<file path="src/rtl/fma_lza_pipe.sv">
// Two-stage leading-zero anticipation checker for an FMA adder: stage 1 forms the LZA
// indicator vector F and the true sum S, stage 2 counts leading zeros of both and flags mismatches.
module fma_lza_pipe #(
    parameter int NF  = 52,
    parameter int CCW = 16,
    localparam int WIDTH = 3*NF+6,
    localparam int CW    = $clog2(WIDTH+2)
) (
    input  logic             clk,
    input  logic             reset_n,
    input  logic             InValid,
    output logic             InReady,
    input  logic [WIDTH-1:0] A,
    input  logic [2*NF+1:0]  Pm,
    input  logic             Cin,
    input  logic             Sub,
    input  logic             Flush,
    output logic             OutValid,
    input  logic             OutReady,
    output logic [CW-1:0]    SCnt,
    output logic [CW-1:0]    ECnt,
    output logic             Err,
    output logic [CCW-1:0]   CorrCnt,
    input  logic             CorrClr
);

    // Leading zeros counted from the MSB; an all-zero vector yields its full width.
    function automatic logic [CW-1:0] lzc(input logic [WIDTH:0] v);
        logic [CW-1:0] n;
        n = CW'(WIDTH + 1);
        for (int i = 0; i <= WIDTH; i++) begin
            if (v[i]) n = CW'(WIDTH - i);
        end
        return n;
    endfunction

    logic [WIDTH-1:0] b;
    logic [WIDTH-1:0] g;
    logic [WIDTH-1:0] k;
    logic [WIDTH-1:0] pp1;
    logic [WIDTH-1:0] gm1;
    logic [WIDTH-1:0] km1;
    logic [WIDTH-1:0] s_sum;
    logic [WIDTH:0]   f_ind;

    logic             s2_adv;
    logic             s1_move;
    logic             accept;

    logic             s1_valid_q, s1_valid_d;
    logic [WIDTH:0]   s1_f_q, s1_f_d;
    logic [WIDTH-1:0] s1_s_q, s1_s_d;
    logic             s2_valid_q, s2_valid_d;
    logic [CW-1:0]    scnt_q, scnt_d;
    logic [CW-1:0]    ecnt_q, ecnt_d;
    logic             err_q, err_d;
    logic [CCW-1:0]   corr_cnt_q, corr_cnt_d;

    assign b   = {{(NF+2){1'b0}}, Pm, 2'b00};
    assign g   = A & b;
    assign k   = ~A & ~b;
    assign pp1 = {Sub, A[WIDTH-1:1] ^ b[WIDTH-1:1]};
    assign gm1 = {g[WIDTH-2:0], Cin};
    assign km1 = {k[WIDTH-2:0], ~Cin};

    assign f_ind[WIDTH]     = ~Sub & (A[WIDTH-1] ^ b[WIDTH-1]);
    assign f_ind[WIDTH-1:0] = (pp1 & ((g & ~km1) | (k & ~gm1)))
                            | (~pp1 & ((k & ~km1) | (g & ~gm1)));
    assign s_sum = A + b + {{(WIDTH-1){1'b0}}, Cin};

    assign s2_adv  = ~s2_valid_q | OutReady;
    assign s1_move = s1_valid_q & s2_adv;
    // Flush empties both stages at the next edge, so the port may advertise space during it.
    assign InReady = ~s1_valid_q | s2_adv | Flush;
    assign accept  = InValid & InReady & ~Flush;

    always_comb begin
        s1_valid_d = s1_valid_q;
        s1_f_d     = s1_f_q;
        s1_s_d     = s1_s_q;
        s2_valid_d = s2_valid_q;
        scnt_d     = scnt_q;
        ecnt_d     = ecnt_q;
        err_d      = err_q;
        corr_cnt_d = corr_cnt_q;

        if (accept) begin
            s1_f_d = f_ind;
            s1_s_d = s_sum;
        end

        if (s1_move) begin
            scnt_d = lzc(s1_f_q);
            ecnt_d = lzc({s1_s_q, 1'b0});
            err_d  = (scnt_d != ecnt_d);
        end

        if (Flush) begin
            s1_valid_d = 1'b0;
            s2_valid_d = 1'b0;
        end else begin
            if (s2_adv) s2_valid_d = s1_valid_q;
            if (accept) begin
                s1_valid_d = 1'b1;
            end else if (s1_move) begin
                s1_valid_d = 1'b0;
            end
        end

        if (CorrClr) begin
            corr_cnt_d = '0;
        end else if (s2_valid_q && OutReady && err_q && (corr_cnt_q != {CCW{1'b1}})) begin
            corr_cnt_d = corr_cnt_q + 1'b1;
        end
    end

    always_ff @(posedge clk or negedge reset_n) begin
        if (!reset_n) begin
            s1_valid_q <= 1'b0;
            s1_f_q     <= '0;
            s1_s_q     <= '0;
            s2_valid_q <= 1'b0;
            scnt_q     <= '0;
            ecnt_q     <= '0;
            err_q      <= 1'b0;
            corr_cnt_q <= '0;
        end else begin
            s1_valid_q <= s1_valid_d;
            s1_f_q     <= s1_f_d;
            s1_s_q     <= s1_s_d;
            s2_valid_q <= s2_valid_d;
            scnt_q     <= scnt_d;
            ecnt_q     <= ecnt_d;
            err_q      <= err_d;
            corr_cnt_q <= corr_cnt_d;
        end
    end

    assign OutValid = s2_valid_q;
    assign SCnt     = scnt_q;
    assign ECnt     = ecnt_q;
    assign Err      = err_q;
    assign CorrCnt  = corr_cnt_q;

endmodule

</file>
<file path="config.mk">
export PLATFORM = sky130hd
export DESIGN_NAME = fma_lza_pipe
export DESIGN_NICKNAME = d
export VERILOG_FILES = /design/src/rtl/fma_lza_pipe.sv
export SDC_FILE = /design/constraint.sdc
export NUM_CORES = 2
export LEC_CHECK = 0
export CORE_MARGIN = 4
export CORE_UTILIZATION = 53
export DETAILED_ROUTE_END_ITERATION = 6
export PLACE_DENSITY_LB_ADDON = 0.15
export SYNTH_ARGS = -nofsm -noshare
export SYNTH_HDL_FRONTEND = slang
export SYNTH_SLANG_ARGS = --single-unit
</file>
<file path="constraint.sdc">
create_clock -name clk -period 2.8 [get_ports clk]
set_input_delay 0.28 -clock clk [delete_from_list [all_inputs] [get_ports clk]]
set_output_delay 0.28 -clock clk [all_outputs]
set_load 0.01 [all_outputs]
</file>
* Yosys cells after proc, flatten, opt, wreduce, memory -nomap -nowiden *
Cells that the tools add are included.

word-level totals
  output and inout port bits = 35
  logic and storage cells = 382
  register bits = 360

operators by class
  equal/unequal tests = 2
  reduce and logical (&&, ||, !) cells = 6
  mux-type cells = 334
  bitwise gates (word level) = 29
  add/sub/neg operators = 3

operator list
  cell                                                             number
  8-bit two-way mux                                                325
  162-bit AND                                                      7
  162-bit NOT                                                      4
  162-bit OR                                                       3
  162-bit by 1-bit adder with 162-bit output                       1
  162-bit by 108-bit adder with 162-bit output                     1
  162-bit by 108-bit AND with 162-bit output                       1
  108-bit NOT with 162-bit output                                  1
  161-bit by 107-bit bitwise XOR with 161-bit output               1
  16-bit two-way mux                                               2
  16-bit by 1-bit adder with 16-bit output, second input constant  1
  16-bit inequality test, second input constant                    1
  8-bit inequality test                                            1
  1-bit two-way mux                                                6
  1-bit NOT                                                        5
  1-bit AND                                                        4
  2-bit nonzero test                                               2
  1-bit logical AND                                                3
  1-bit OR                                                         3
  3-bit nonzero test                                               1
  2-bit two-way mux                                                1

* Logic depth before layout (Yosys ltp) *
  word-level depth = 165
  depth in mapped cells = 15

* Least setup slack after synthesis *
Ideal clock, no wire load.

  path kind = in2reg
  start = input A[20]
  end = register s1_s_q[117]
  setup time = 124 ps
  data arrival time = 3129 ps
  stages on the path = 13
  data required time = 2676 ps
  slack = -453 ps
  path through = inv_1 -> ha_1 -> a2111oi_4 -> o21ai_2 -> a311oi_2 -> nand3_2 -> o211ai_2 -> or3b_1 -> o211a_1 -> buf_6 -> o211a_4 -> and4b_1 -> a211o_1

on the way
  longest elaborated chain between the ends = 2

RTL lines
  what                                          line  source
  start, declared                               13    input logic [WIDTH-1:0] A,
  162-bit by 108-bit adder with 162-bit output  69    assign s_sum = A + b + {{(WIDTH-1){1'b0}}, Cin};
  162-bit by 1-bit adder with 162-bit output    69
  end signal, assigned                          130   s1_s_q <= s1_s_d;
  end, declared                                 52    logic [WIDTH-1:0] s1_s_q, s1_s_d;

No other way between the ends.
A chain may end at the register's enable or synchronous reset.

* Worst setup path in the final report *
  start = register s1_f_q[7]
  end = register err_q, in the netlist Err

on the way
  longest elaborated chain between the ends = 158

RTL lines
  what                              line  source
  start, declared                   51    logic [WIDTH:0] s1_f_q, s1_f_d;
  start signal, assigned            120   s1_f_q <= '0;
  start signal, assigned            129   s1_f_q <= s1_f_d;
  8-bit two-way mux (156 in a row)  32    if (v[i]) n = CW'(WIDTH - i);
  8-bit two-way mux                 92    if (s1_move) begin
  8-bit inequality test             95    err_d = (scnt_d != ecnt_d);
  end signal, assigned              134   err_q <= err_d;
  end, declared                     56    logic err_q, err_d;

No other way between the ends. The select of a mux whose other input is x is not followed.

==> impl_metrics.json <==
{
  "cp-start-kind": "flip-flop",
  "hp-class": "in -> reg",
  "die-width_um": 250,
  "drive_gt1_share_pct": 35.6,
  "cp.depth": 10,
  "routed_wl_um": 134000,
  "status": "complete, but fails checks",
  "fp.coreArea_um2": 57900,
  "area_growth_pct": 54.6,
  "syn_area_um2": 31100,
  "post-route-util_pct": 83.0,
  "yosysUniqueCellTypes": 86,
  "grt_pass1_wl_um": 193000,
  "crit_path_max_incr_delay_ns": 0.59,
  "mostFrequentLayoutCells": "buf_4 (1045), nand2_1 (412), dfrtp_1 (360)",
  "cts-htree-levels": 2,
  "final-hold-violation-count": 0,
  "syn_inst": 4056,
  "period_needed_ns": 3.17,
  "p_switching_mw": 8.48,
  "initial_core_util_pct": 53.7,
  "clock.fmax_ghz": 0.315,
  "cp_num_buf_inv": 0,
  "finClkSkew_ns": 0.0138,
  "io_buffers": 310,
  "synth-edff-count": 0,
  "clk_latency_ns": 0.58,
  "max-slew-margin-rel_pct": 42.9,
  "slew_viol_final": 0,
  "crit_chain": "or4_4 -> or4_4 -> nand3b_1 -> a31oi_4 -> o31a_1 -> o31ai_4 -> xnor2_2 -> nor4_2 -> and3_1 -> a32oi_1",
  "gp_congestion": 1.00,
  "hpwl_um": 91900,
  "firstDrtPassIters": 7,
  "violations": "negative setup slack",
  "dieArea_um2": 62600,
  "dp_slack_ns": -1.38,
  "drt-initial-drc-count": 4517,
  "yosys_warnings": 0,
  "rsz0062_at_grt": "true",
  "vias": 39000,
  "r2r_cells": 10,
  "antenna_cells": 0,
  "p_int_mw": 14.0,
  "worst_pin_slew_ns": 0.835,
  "final_cells": 6135,
  "switching_share_pct": 37.7,
  "timing.final.ws_setup_ns": -0.373,
  "crit_family": "simple AND/OR/NAND/NOR gates",
  "clock_power_share_pct": 24.9,
  "avgSynthCellArea_um2": 7.67,
  "p_comb_share_pct": 44.3,
  "cpMaxStageDelayCell": "or4_4",
  "grt_max_degree": 84,
  "n_fill_cell": 3588,
  "leakage_nw": 21.9,
  "fin_nets": 5832,
  "required_ns": 3.22,
  "grt_pass1_vias": 36600,
  "worstHoldPathCells": 3,
  "share_seq_of_total_power_pct": 30.8,
  "vdd_drop_max_uv": 588,
  "worstSetupEndpointType": "flip-flop",
  "tns_ns": -5.92,
  "detail-route-antenna-nets": 0,
  "worstPathArrival_ns": 3.60,
  "setup_viol": 48,
  "worst-setup-path-type": "reg -> reg",
  "powerDensity_nw_per_um2": 468,
  "ys.flop_type": "dfrtp_1",
  "synth_nets": 4549,
  "chipHeight_um": 250,
  "antenna_found_initial": 2,
  "dp_cells": 5926,
  "grt_overflow_total": 0,
  "viasPerCell": 6.35,
  "synth_seq_cells": 360,
  "row_count": 88,
  "min_period_over_period_pct": 113,
  "drc_errors": 0,
  "critPathMostFrequentCell": "or4_4",
  "wl_per_cell_um": 21.9,
  "cap_violations": 0,
  "hold_slack_ns": 0.0959,
  "root_buffer": "clkbuf_16",
  "numCtsBuffers": 42,
  "grt_usage_pct": 37.5,
  "cts_tree": "yes",
  "clkSinkCount": 360,
  "clk_pin_slew_ns": 0.06,
  "final_common_cell": "buf_4",
  "async_flop_share_pct": 100,
  "critPathMaxFanout": 2,
  "pin_count": 311,
  "cts_max_path_buffers": 3,
  "ys_seq_area_share_pct": 29.0
}
[per-stage QoR]
stage	cell area, um^2	power (mW)
final	48100	22.5
after global routing	48100	23.4
after CTS	46400	21.4
after detailed placement	42500	15.2
after global placement	42500	15.1
after floorplan	31600	10.8
[area by class of cell]
cell class	count	area (um^2)	share of cell area, %
multi-input combinational	3078	23400	48.6
inverter	414	1590	3.30
tap	765	957	1.99
clock inverter	12	87.6	0.182
sequential	360	9010	18.7
timing repair buffer	1443	11800	24.6
clock buffer	63	1270	2.65
[sequential cells by signal, summed over array words and instances (netlist names)]
| name | flops |
|---|---|
| SCnt | 8 |
| s1_f_q | 163 |
| CorrCnt | 16 |
| OutValid | 1 |
| Err | 1 |
| s1_valid_q | 1 |
| s1_s_q | 162 |
| ECnt | 8 |
[power groups by stage]
stage / logic (mW) / clock network (mW) / registers (mW)
after floorplan: 3.92 / 0 / 6.88
after global placement: 8.15 / 0 / 6.91
after detailed placement: 8.31 / 0 / 6.92
after CTS: 8.96 / 5.57 / 6.86
after global routing: 10.6 / 5.80 / 7.02
final: 9.97 / 5.60 / 6.94
[layer usage]
layer | global-route usage, % | vias up | wire length [um]
met5 | 0 | - | 13
met4 | 14.2 | 2 | 7740
met2 | 61.1 | 2573 | 61200
met1 | 49.7 | 18500 | 50800
met3 | 7.00 | 642 | 14500
li1 | - | 17300 | -
[worst register-to-register path, cell delays in order (launching register included)]
cell,delay [ns]
dfrtp_1,0.41
or4_4,0.59
or4_4,0.59
nand3b_1,0.17
a31oi_4,0.12
o31a_1,0.34
o31ai_4,0.25
xnor2_2,0.10
nor4_2,0.18
and3_1,0.20
a32oi_1,0.08
[Yosys cell counts (all sizes together) (9+ instances only)]
cell type	instances	area share, %
a21oi	283	4.6
nand2b	29	0.58
xnor2	86	2.4
xor2	40	1.1
nand4	75	1.5
o2111ai	14	0.45
mux2i	111	3.6
nor3	96	1.5
clkbuf	175	2.1
o21a	27	0.65
or4	38	0.92
nor2	317	3.8
buf	32	0.52
a2111oi	17	0.56
nand2	423	5.1
o31ai	104	2.5
inv	414	5.0
a21boi	17	0.41
a31o	9	0.25
o22ai	42	0.84
and2	25	0.50
o221ai	55	1.5
and3	28	0.56
ha	217	8.7
or3	32	0.64
nand3	104	1.7
a21o	48	1.2
o21ai	353	5.7
nor2b	14	0.28
o211ai	35	0.86
a221oi	52	1.5
o311ai	14	0.39
mux2	14	0.51
a31oi	43	0.86
a211oi	37	0.95
nor4	113	2.3
a22oi	30	0.72
dfrtp	360	29
o21bai	38	0.97
[cell families after synthesis]
kind of cell    Yosys count  share of synthesized area [%]
simple gates           1331                           20.4
compound gates         1276                           26.6
buf+inv                 621                           7.64
flops                   360                           29.0
fa+ha+maj               217                           8.73
xor+xnor                126                           3.55
mux                     125                           4.08
[what timing repair did]
action	CTS	global route
pin swaps	193	196
gates cloned	2	1
hold endpoints to repair	53	0
resized for setup	663	541
hold buffers	1	0
setup endpoints to repair	131	120
buffers inserted	81	60
[final timing paths]
check / startpoint / to / slack (ns)
max in group asynchronous: reset_n / s1_f_q[72] / 1.64
min in group asynchronous: reset_n / CorrCnt[10] / 0.26
setup / recovery: s1_f_q[7] / Err / -0.37
hold / removal: A[1] / s1_f_q[1] / 0.1
hold reg to reg: SCnt[7] / SCnt[7] / 0.49
setup reg to reg: s1_f_q[7] / Err / -0.37
Power figures use the tool's default switching activity.
